--- src/rtl/im_loader_pkg.sv ---
// im_loader_pkg -- shared definitions for the serial instruction-memory loader.
//   SYNC_BYTE     : frame start marker
//   IM_AWIDTH_DEF : default instruction-memory word-address width
//   state_e       : loader FSM states
package im_loader_pkg;

  localparam logic [7:0] SYNC_BYTE     = 8'hA5;
  localparam int         IM_AWIDTH_DEF = 7;

  typedef enum logic [2:0] {
    ST_IDLE  = 3'd0,
    ST_COUNT = 3'd1,
    ST_DATA  = 3'd2,
    ST_CHECK = 3'd3,
    ST_DONE  = 3'd4,
    ST_ERR   = 3'd5
  } state_e;

endpackage

--- src/rtl/im_loader_if.sv ---
// im_loader_if -- byte stream in, instruction-memory write port out.
//   rx_data/rx_valid/rx_ready : byte handshake (transfer on valid && ready)
//   im_we/im_addr/im_wdata    : one-cycle word write strobe into instruction memory
//   modport master : byte source / memory side
//   modport slave  : the loader
interface im_loader_if
  import im_loader_pkg::*;
#(
  parameter int IM_AWIDTH = IM_AWIDTH_DEF
);

  logic [7:0]           rx_data;
  logic                 rx_valid;
  logic                 rx_ready;
  logic                 im_we;
  logic [IM_AWIDTH-1:0] im_addr;
  logic [31:0]          im_wdata;

  modport master (
    output rx_data, rx_valid,
    input  rx_ready, im_we, im_addr, im_wdata
  );

  modport slave (
    input  rx_data, rx_valid,
    output rx_ready, im_we, im_addr, im_wdata
  );

endinterface

--- src/rtl/im_loader_timeout.sv ---
// loader_timeout -- counts consecutive idle cycles while enabled.
//   clk, rst : clock and synchronous active-high reset
//   clear    : restart the idle count (a byte was transferred)
//   enable   : counting window is open (loader is inside a frame)
//   expired  : this cycle is the TIMEOUT_CYC-th consecutive idle cycle
module loader_timeout
  import im_loader_pkg::*;
#(
  parameter int TIMEOUT_CYC = 50000
) (
  input  logic clk,
  input  logic rst,
  input  logic clear,
  input  logic enable,
  output logic expired
);

  localparam int CW = (TIMEOUT_CYC < 2) ? 1 : $clog2(TIMEOUT_CYC + 1);
  localparam logic [CW-1:0] LIMIT = CW'(TIMEOUT_CYC - 1);

  logic [CW-1:0] cnt_reg;

  // cnt_reg holds the number of idle cycles already completed, so the
  // current idle cycle is the last allowed one when it equals LIMIT.
  assign expired = enable && !clear && (cnt_reg == LIMIT);

  always_ff @(posedge clk) begin
    if (rst || clear || !enable) begin
      cnt_reg <= '0;
    end else if (!expired) begin
      cnt_reg <= cnt_reg + CW'(1);
    end
  end

endmodule

--- src/rtl/im_loader.sv ---
// im_loader -- receives a framed byte stream and writes it into instruction memory.
// Frame: SYNC_BYTE, word count N (0 = full memory), 4N little-endian payload
// bytes, then the XOR of all payload bytes.
//   clk, rst  : clock and synchronous active-high reset
//   bus       : byte handshake in, instruction-memory write port out
//   cpu_hold  : keeps the CPU in reset while a frame is in progress or failed
//   done      : last frame loaded with a good checksum
//   error     : last frame failed on checksum or timeout
module im_loader
  import im_loader_pkg::*;
#(
  parameter int IM_AWIDTH   = IM_AWIDTH_DEF,
  parameter int TIMEOUT_CYC = 50000
) (
  input  logic       clk,
  input  logic       rst,
  im_loader_if.slave bus,
  output logic       cpu_hold,
  output logic       done,
  output logic       error
);

  // Word counter must hold both 2^IM_AWIDTH and any 8-bit count byte.
  localparam int CNT_W = (IM_AWIDTH + 1 > 8) ? IM_AWIDTH + 1 : 8;
  localparam logic [CNT_W-1:0]     FULL_CNT = CNT_W'(1) << IM_AWIDTH;
  localparam logic [CNT_W-1:0]     CNT_ONE  = CNT_W'(1);
  localparam logic [IM_AWIDTH-1:0] IDX_ONE  = IM_AWIDTH'(1);
  localparam logic [IM_AWIDTH-1:0] IDX_LAST = '1;

  state_e               state_reg;
  logic [CNT_W-1:0]     word_cnt_reg;
  logic [IM_AWIDTH-1:0] word_idx_reg;
  logic [1:0]           byte_idx_reg;
  logic [7:0]           csum_reg;
  logic                 im_we_reg;
  logic [IM_AWIDTH-1:0] im_addr_reg;
  logic [31:0]          im_wdata_reg;
  logic                 cpu_hold_reg;
  logic                 done_reg;
  logic                 error_reg;

  logic                 xfer;
  logic                 active;
  logic                 timeout_hit;
  logic [23:0]          word_asm;

  assign bus.rx_ready = ~rst;
  assign xfer         = bus.rx_valid & ~rst;
  assign active       = (state_reg == ST_COUNT) || (state_reg == ST_DATA) ||
                        (state_reg == ST_CHECK);

  loader_timeout #(
    .TIMEOUT_CYC(TIMEOUT_CYC)
  ) u_timeout (
    .clk    (clk),
    .rst    (rst),
    .clear  (xfer),
    .enable (active),
    .expired(timeout_hit)
  );

  // Byte lanes 0..2 are captured as they arrive; lane 3 goes straight from
  // rx_data into the write word, so the write issues the cycle after byte 3.
  genvar gi;
  generate
    for (gi = 0; gi < 3; gi++) begin : g_lane
      logic [7:0] lane_reg;
      logic       lane_we;

      assign lane_we = xfer && (state_reg == ST_DATA) && (byte_idx_reg == 2'(gi));
      assign word_asm[8*gi +: 8] = lane_reg;

      always_ff @(posedge clk) begin
        if (rst) begin
          lane_reg <= '0;
        end else if (lane_we) begin
          lane_reg <= bus.rx_data;
        end
      end
    end
  endgenerate

  always_ff @(posedge clk) begin
    if (rst) begin
      state_reg    <= ST_IDLE;
      word_cnt_reg <= '0;
      word_idx_reg <= '0;
      byte_idx_reg <= '0;
      csum_reg     <= '0;
      im_we_reg    <= 1'b0;
      im_addr_reg  <= '0;
      im_wdata_reg <= '0;
      cpu_hold_reg <= 1'b0;
      done_reg     <= 1'b0;
      error_reg    <= 1'b0;
    end else begin
      im_we_reg <= 1'b0;
      case (state_reg)
        ST_IDLE, ST_DONE, ST_ERR: begin
          if (xfer && (bus.rx_data == SYNC_BYTE)) begin
            state_reg    <= ST_COUNT;
            cpu_hold_reg <= 1'b1;
            done_reg     <= 1'b0;
            error_reg    <= 1'b0;
            csum_reg     <= '0;
            byte_idx_reg <= '0;
            word_idx_reg <= '0;
          end
        end

        ST_COUNT: begin
          if (timeout_hit) begin
            state_reg <= ST_ERR;
            error_reg <= 1'b1;
          end else if (xfer) begin
            word_cnt_reg <= (bus.rx_data == 8'd0) ? FULL_CNT : CNT_W'(bus.rx_data);
            state_reg    <= ST_DATA;
          end
        end

        ST_DATA: begin
          if (timeout_hit) begin
            state_reg <= ST_ERR;
            error_reg <= 1'b1;
          end else if (xfer) begin
            csum_reg     <= csum_reg ^ bus.rx_data;
            byte_idx_reg <= byte_idx_reg + 2'd1;
            if (byte_idx_reg == 2'd3) begin
              im_we_reg    <= 1'b1;
              im_addr_reg  <= word_idx_reg;
              im_wdata_reg <= {bus.rx_data, word_asm};
              // Saturate at the top address so the index can never wrap.
              if (word_idx_reg != IDX_LAST) begin
                word_idx_reg <= word_idx_reg + IDX_ONE;
              end
              word_cnt_reg <= word_cnt_reg - CNT_ONE;
              if (word_cnt_reg == CNT_ONE) begin
                state_reg <= ST_CHECK;
              end
            end
          end
        end

        ST_CHECK: begin
          if (timeout_hit) begin
            state_reg <= ST_ERR;
            error_reg <= 1'b1;
          end else if (xfer) begin
            if (bus.rx_data == csum_reg) begin
              state_reg    <= ST_DONE;
              done_reg     <= 1'b1;
              cpu_hold_reg <= 1'b0;
            end else begin
              state_reg <= ST_ERR;
              error_reg <= 1'b1;
            end
          end
        end

        default: state_reg <= ST_IDLE;
      endcase
    end
  end

  assign bus.im_we    = im_we_reg;
  assign bus.im_addr  = im_addr_reg;
  assign bus.im_wdata = im_wdata_reg;
  assign cpu_hold     = cpu_hold_reg;
  assign done         = done_reg;
  assign error        = error_reg;

endmodule

--- src/flat_wrapper.sv ---
// flat-port wrapper written by rule: the top's interface ports become plain ports
module im_loader_flat import im_loader_pkg::*;
#(
  parameter int IM_AWIDTH   = IM_AWIDTH_DEF,
  parameter int TIMEOUT_CYC = 50000
)
  (clk, rst, cpu_hold, done, error, bus_rx_data, bus_rx_valid, bus_rx_ready, bus_im_we, bus_im_addr, bus_im_wdata);
  im_loader_if #(.IM_AWIDTH(IM_AWIDTH)) bus_i ();
  input  logic clk;
  input  logic rst;
  output logic cpu_hold;
  output logic done;
  output logic error;
  input wire logic [$bits(bus_i.rx_data)-1:0] bus_rx_data;
  input wire logic [$bits(bus_i.rx_valid)-1:0] bus_rx_valid;
  output wire logic [$bits(bus_i.rx_ready)-1:0] bus_rx_ready;
  output wire logic [$bits(bus_i.im_we)-1:0] bus_im_we;
  output wire logic [$bits(bus_i.im_addr)-1:0] bus_im_addr;
  output wire logic [$bits(bus_i.im_wdata)-1:0] bus_im_wdata;
  assign bus_i.rx_data = bus_rx_data;
  assign bus_i.rx_valid = bus_rx_valid;
  assign bus_rx_ready = bus_i.rx_ready;
  assign bus_im_we = bus_i.im_we;
  assign bus_im_addr = bus_i.im_addr;
  assign bus_im_wdata = bus_i.im_wdata;
  im_loader #(.IM_AWIDTH(IM_AWIDTH), .TIMEOUT_CYC(TIMEOUT_CYC)) u_core (.clk(clk), .rst(rst), .bus(bus_i), .cpu_hold(cpu_hold), .done(done), .error(error));
endmodule
--- config.mk ---
export PLATFORM = sky130hd
export DESIGN_NAME = im_loader_flat
export DESIGN_NICKNAME = d
export VERILOG_FILES = /design/src/rtl/im_loader_pkg.sv /design/src/rtl/im_loader_if.sv /design/src/rtl/im_loader_timeout.sv /design/src/rtl/im_loader.sv /design/src/flat_wrapper.sv
export SDC_FILE = /design/constraint.sdc
export NUM_CORES = 1
export LEC_CHECK = 0
export BUFFER_PORTS_ARGS = -buffer_cell sky130_fd_sc_hd__buf_2
export CAP_MARGIN = 25
export CORE_UTILIZATION = 30
export CTS_CLUSTER_DIAMETER = 150
export DETAILED_ROUTE_END_ITERATION = 16
export REMOVE_ABC_BUFFERS = 1
export SYNTH_ARGS = -nofsm -noshare
export SYNTH_HDL_FRONTEND = slang
export SYNTH_HIERARCHICAL = 1
export SYNTH_SLANG_ARGS = --single-unit
--- constraint.sdc ---
create_clock -name clk -period 7 [get_ports clk]
set_input_delay 0.35 -clock clk [delete_from_list [all_inputs] [get_ports clk]]
set_output_delay 0.35 -clock clk [all_outputs]
set_load 0.05 [all_outputs]
-- After elaboration in Yosys (flattened, before gate mapping)
Cells that the tools add are included.
- bits in registers: 111
- bits of input ports: 11
- $add $sub $neg: 4
- equal/unequal tests: 30
- multiplexer cells: 48
- bitwise logic cells: 6
- reductions and logical operators: 30
- operators with widths (operator ; count):
    $mux 8 ; 9
    $mux 7 ; 5
    $pmux 8 s2 ; 2
    $mux 3 ; 9
    $ne 2x2->1 const B ; 9
    $ne 3x2->1 const B ; 6
    $reduce_and 6->1 ; 3
    $add 16x1->16 const B ; 1
    $eq 16x16->1 const B ; 1
    $mux 1 ; 14
    $pmux 7 s2 ; 1
    $pmux 3 s4 ; 1
    $reduce_and 5->1 ; 2
    $eq 8x1->1 const B ; 1
    $eq 8x8->1 ; 1
    $eq 8x8->1 const B ; 1
    $logic_not 8->1 ; 1
    $reduce_and 4->1 ; 2
    $sub 8x1->8 const B ; 1
    $xor 8x8->8 ; 1
    $add 7x1->7 const B ; 1
    $logic_and 1x1->1 ; 7
    $ne 7x7->1 const B ; 1
    $eq 3x2->1 const B ; 2
    21 further kinds ; 36

-- Depth between registers and ports, before layout
- depth in word-level cells: 7
- mapped depth: 16
- gate-level depth less buffers: 13

-- Cells and area by module
The synthesis kept the hierarchy.
- modules (own cells, without submodules) (module ; times used ; cells each ; area each (um2) ; sequential area each (um2)):
    im_loader ; 1 ; 513 ; 4083.9 ; 1901.8
    loader_timeout ; 1 ; 89 ; 780.7 ; 320.3

-- Least setup slack after synthesis
No wires, ideal clock.
- path type: input to register
- from: input port rst
- to: register u_core.im_addr_reg[3], in the netlist u_core/bus.im_addr[3]
- arrival: 3.099 ns
- required time: 6.929 ns
- setup slack: 3.831 ns
- stages on the path: 15
- cell sequence: clkbuf_1 > nand2b_1 > inv_1 > nand2b_1 > or4b_4 > or4_4 > inv_1 > buf_6 > or4b_4 > nor2_2 > nand2_2 > buf_2 > clkbuf_1 > nand2_1 > a21oi_1
- word-level cells in the longest chain between the ends: 7
- ends and longest elaborated chain (what ; line ; text):
    from (decl) ; flat_wrapper.sv:10 ; input logic rst;
    $not 1->1 ; im_loader.sv:48 ; assign xfer = bus.rx_valid & ~rst;
    $and 1x1->1 ; im_loader.sv:48 ;
    named net u_core.xfer ; im_loader.sv:42 ; logic xfer;
    $logic_not 1->1 ; im_loader_timeout.sv:25 ; assign expired = enable && !clear && (cnt_reg == LIMIT);
    $logic_and 1x1->1 (2 in series) ; im_loader_timeout.sv:25 ;
    named net u_core.timeout_hit ; im_loader.sv:44 ; logic timeout_hit;
    $not 1->1 (no line) ; -- ;
    $reduce_and 4->1 (no line) ; -- ;
    to (signal assigned) ; im_loader.sv:130 ; im_addr_reg <= word_idx_reg;
    to (decl) ; im_loader.sv:36 ; logic [IM_AWIDTH-1:0] im_addr_reg;
The timed path passes the listed nets, and every way through them passes these cells.
A chain may end at the register's enable or synchronous reset.

-- Worst setup path after layout
- from: input port rst
- to: register u_core.word_idx_reg[1]
- word-level cells in the longest chain between the ends: 7
- elaborated cells between the ends (all ways): 10
- classes of those cells: 3 x eq/ne; 2 x bitwise; 5 x reduce/logical
- ends and longest elaborated chain (what ; line ; text):
    $not 1->1 ; im_loader.sv:48 ;
    $and 1x1->1 ; im_loader.sv:48 ;
    named net u_core.xfer ; im_loader.sv:42 ;
    $logic_not 1->1 ; im_loader_timeout.sv:25 ;
    $logic_and 1x1->1 (2 in series) ; im_loader_timeout.sv:25 ;
    named net u_core.timeout_hit ; im_loader.sv:44 ;
    $ne 2x2->1 (no line) ; -- ;
    $reduce_and 6->1 (no line) ; -- ;
    to (signal assigned) ; im_loader.sv:134 ; word_idx_reg <= word_idx_reg + IDX_ONE;
    to (decl) ; im_loader.sv:32 ; logic [IM_AWIDTH-1:0] word_idx_reg;
The timed path passes the listed nets, and every way through them passes these cells.

==> flow_summary.ini <==
[drt]
dr_total_vias = 4127
ant_nets = 0
drtIter0Drc = 302
dr.pass1.iters = 4
wire_per_inst_um = 13.3
wirelength_mm = 11.3
drc = 0
routed_via_density = 4.86

[sta]
rsz0062_at_grt = no
slew_viol_final = 0
fin_crit_sh = 0.662
fin_crit_ns = 4.64
fmax_mhz = 216
setup_tns_ns = 0
final.setup_skew_ns = 0.00931
relSlewSlack = 0.496
finalSetupViolations = 0
tightest_slew_ns = 0.754
hold_violations = 0

[global_route]
antenna_found_initial = 0
grt_pass1_vias = 3729
grt_start_max_net_pins = 68
grt_usage = 0.141
grt-ovfl-total = 0
grt_pass1_wl_mm = 18.6

[synthesis]
async_flop_share = 0
synth.mux.area_fraction = 0.00206
synth_xor_area_frac = 0.0360
synth_compound_area_frac = 0.166
synthFlopType = dfxtp_1
synthesis.instances = 602
synthesis.area_sq_um = 4860
ys_ff_latch = 111
synth_top_family_by_area = simple AND/OR/NAND/NOR gates
ys_warn_count = 6
post_synth_and_or_nand_nor_area_fraction = 0.267
synth_edf_count = 0
ys_types = 57
synth_adder_area_share = 0.0226
syn_area_per_cell_sq_um = 8.08
ys_seq_area_frac = 0.457

[layout]
largest_reg_flops = 32
fillerInstances = 1740
drive_above_1_share = 0.141
final_cells = 849
n_antenna_cell = 0
area_delta_synth_final_pct = 14.0
finalNetCount = 647

[setup_path]
crit_path_end_kind = flip-flop
rr_worst_depth = 12
worstSetupPathType = input port to flip-flop
cp.required_ns = 7.23
arrival_ns = 4.87
crit_fanout = 47
startpoint_type = input port

[cts]
cts_tree = yes
cts_setup_buffers = 0
insertion_delay_ns = 0.35
hold_buffers = 0
htree_levels = 3
cts_resized = 0
clk_pin_slew_worst_paths_ns = 0.07
cts_buffers = 9
root_buffer = clkbuf_16
cts_sinks = 111
clockBufferDepth = 2

[floorplan]
pin_count = 55
rows = 46
die_w_um = 129
initial_utilization = 0.306
fp.coreArea_sq_um = 15900
die-area_sq_um = 16700
die_h_um = 129

[power_and_ir_drop]
p_leak_nw = 1.91
power.density_nw_per_um2 = 222
peakVddDrop_uv = 110

[worst_hold_path]
hp-class = input port to flip-flop
min_path_cells = 3

[placed_design]
dpl.hpwl_mm = 7.48
portBuffers = 54
dp_cells = 833
gp_congestion = 0.808

[flow_run]
cap_violations = 0

[outcome]
status = finished, final reports clean
Yosys cell counts, types with 6 or more instances:
| master | instances | area, sq um |
|---|---|---|
| dfxtp_1 | 111 | 2220 |
| a21oi_1 | 95 | 475 |
| clkbuf_1 | 30 | 113 |
| nand3_1 | 36 | 180 |
| xor2_1 | 16 | 140 |
| nor3_1 | 10 | 50.1 |
| inv_1 | 13 | 48.8 |
| nand2_1 | 128 | 480 |
| or3_1 | 13 | 81.3 |
| nor2_1 | 28 | 105 |
| o21ai_0 | 13 | 65.1 |
| ha_1 | 8 | 100 |
| a311oi_1 | 7 | 61.3 |
| nor4_1 | 6 | 37.5 |
| nand4_1 | 12 | 75.1 |
metal layers:
layer	wire length, um	global-route usage
met1	5760	0.200
met2	4950	0.212
met3	383	0.0186
met4	205	0.0630
met5	0	0
worst max-delay path, cell delays in order:
cell and delay, ns:
buf_2 0.07, buf_4 0.27, nand2b_1 0.44, inv_1 0.19, nand2b_1 0.23, or4b_4 0.56
or4_4 0.46, inv_1 0.27, or4b_4 0.23, nor2_2 0.10, nand2_2 0.61, inv_2 0.52
a22oi_2 0.32, nand3b_1 0.14, a21oi_1 0.07
cell families after synthesis:
logic type,Yosys count
xor gates and xnor gates,20
buffers and inverters,56
and+or+nand+nor,268
muxes,1
adders and majority gates,9
DFF,111
AOI/OAI and AO/OA,137
placed cells by master, fill, tap and decap left out, types with 6 or more instances in the layout:
cell         n
clkbuf_16    9
ha_1         8
nor4_1       6
or3_1       13
a311oi_1     7
inv_1       13
nor3_1      10
a21oi_1     95
o21ai_0     13
nand3_1     36
nand4_1     12
xor2_1      16
dfxtp_1    111
nand2_1    128
nor2_1      28
buf_2       54
power by group:
part / switching (W) / internal [W]
clock: 0.000240 / 0.000292
sequential: 0.00000536 / 0.000634
combinational: 0.0000426 / 0.0000174
final timing paths:
kind                            slack (ns)                                   end                                 startpoint
worst max-delay path                  2.36   u_core/word_idx_reg[1]$_SDFFE_PP0P_                                        rst
worst min-delay path                  0.33              u_core/done$_SDFFE_PP0P_                               bus_rx_valid
worst max register to register        2.64   u_core/word_idx_reg[0]$_SDFFE_PP0P_           u_core/state_reg[2]$_SDFFE_PP0P_
worst min register to register        0.45  u_core/bus.im_wdata[18]$_SDFFE_PP0P_  u_core/g_lane[2].lane_reg[2]$_SDFFE_PP0P_
stage by stage:
| stage | hold WS [ns] | power (W) | setup slack [ns] | area [sq um] | utilization |
|---|---|---|---|---|---|
| global placement | 0.443 | 0.000715 | 2.05 | 5240 | 0.330 |
| global route | 0.350 | 0.00128 | 1.92 | 5540 | 0.349 |
| floorplan | 0.419 | 0.000684 | 3.19 | 4670 | - |
| detailed placement | 0.445 | 0.000714 | 1.99 | 5240 | 0.330 |
| CTS | 0.330 | 0.00125 | 2.35 | 5540 | 0.349 |
| finish | 0.330 | 0.00123 | 2.36 | 5540 | 0.349 |
layout make-up:
cell class	count	area (sq um)	area share
multi-input cells	435	2400	0.433
flip-flops and latches	111	2220	0.401
repair buffers	57	293	0.0528
well taps	216	270	0.0487
clock buffers	11	243	0.0438
clock inverters	5	63.8	0.0115
inverters	14	52.6	0.00948
(Power assumes the default switching activity.)
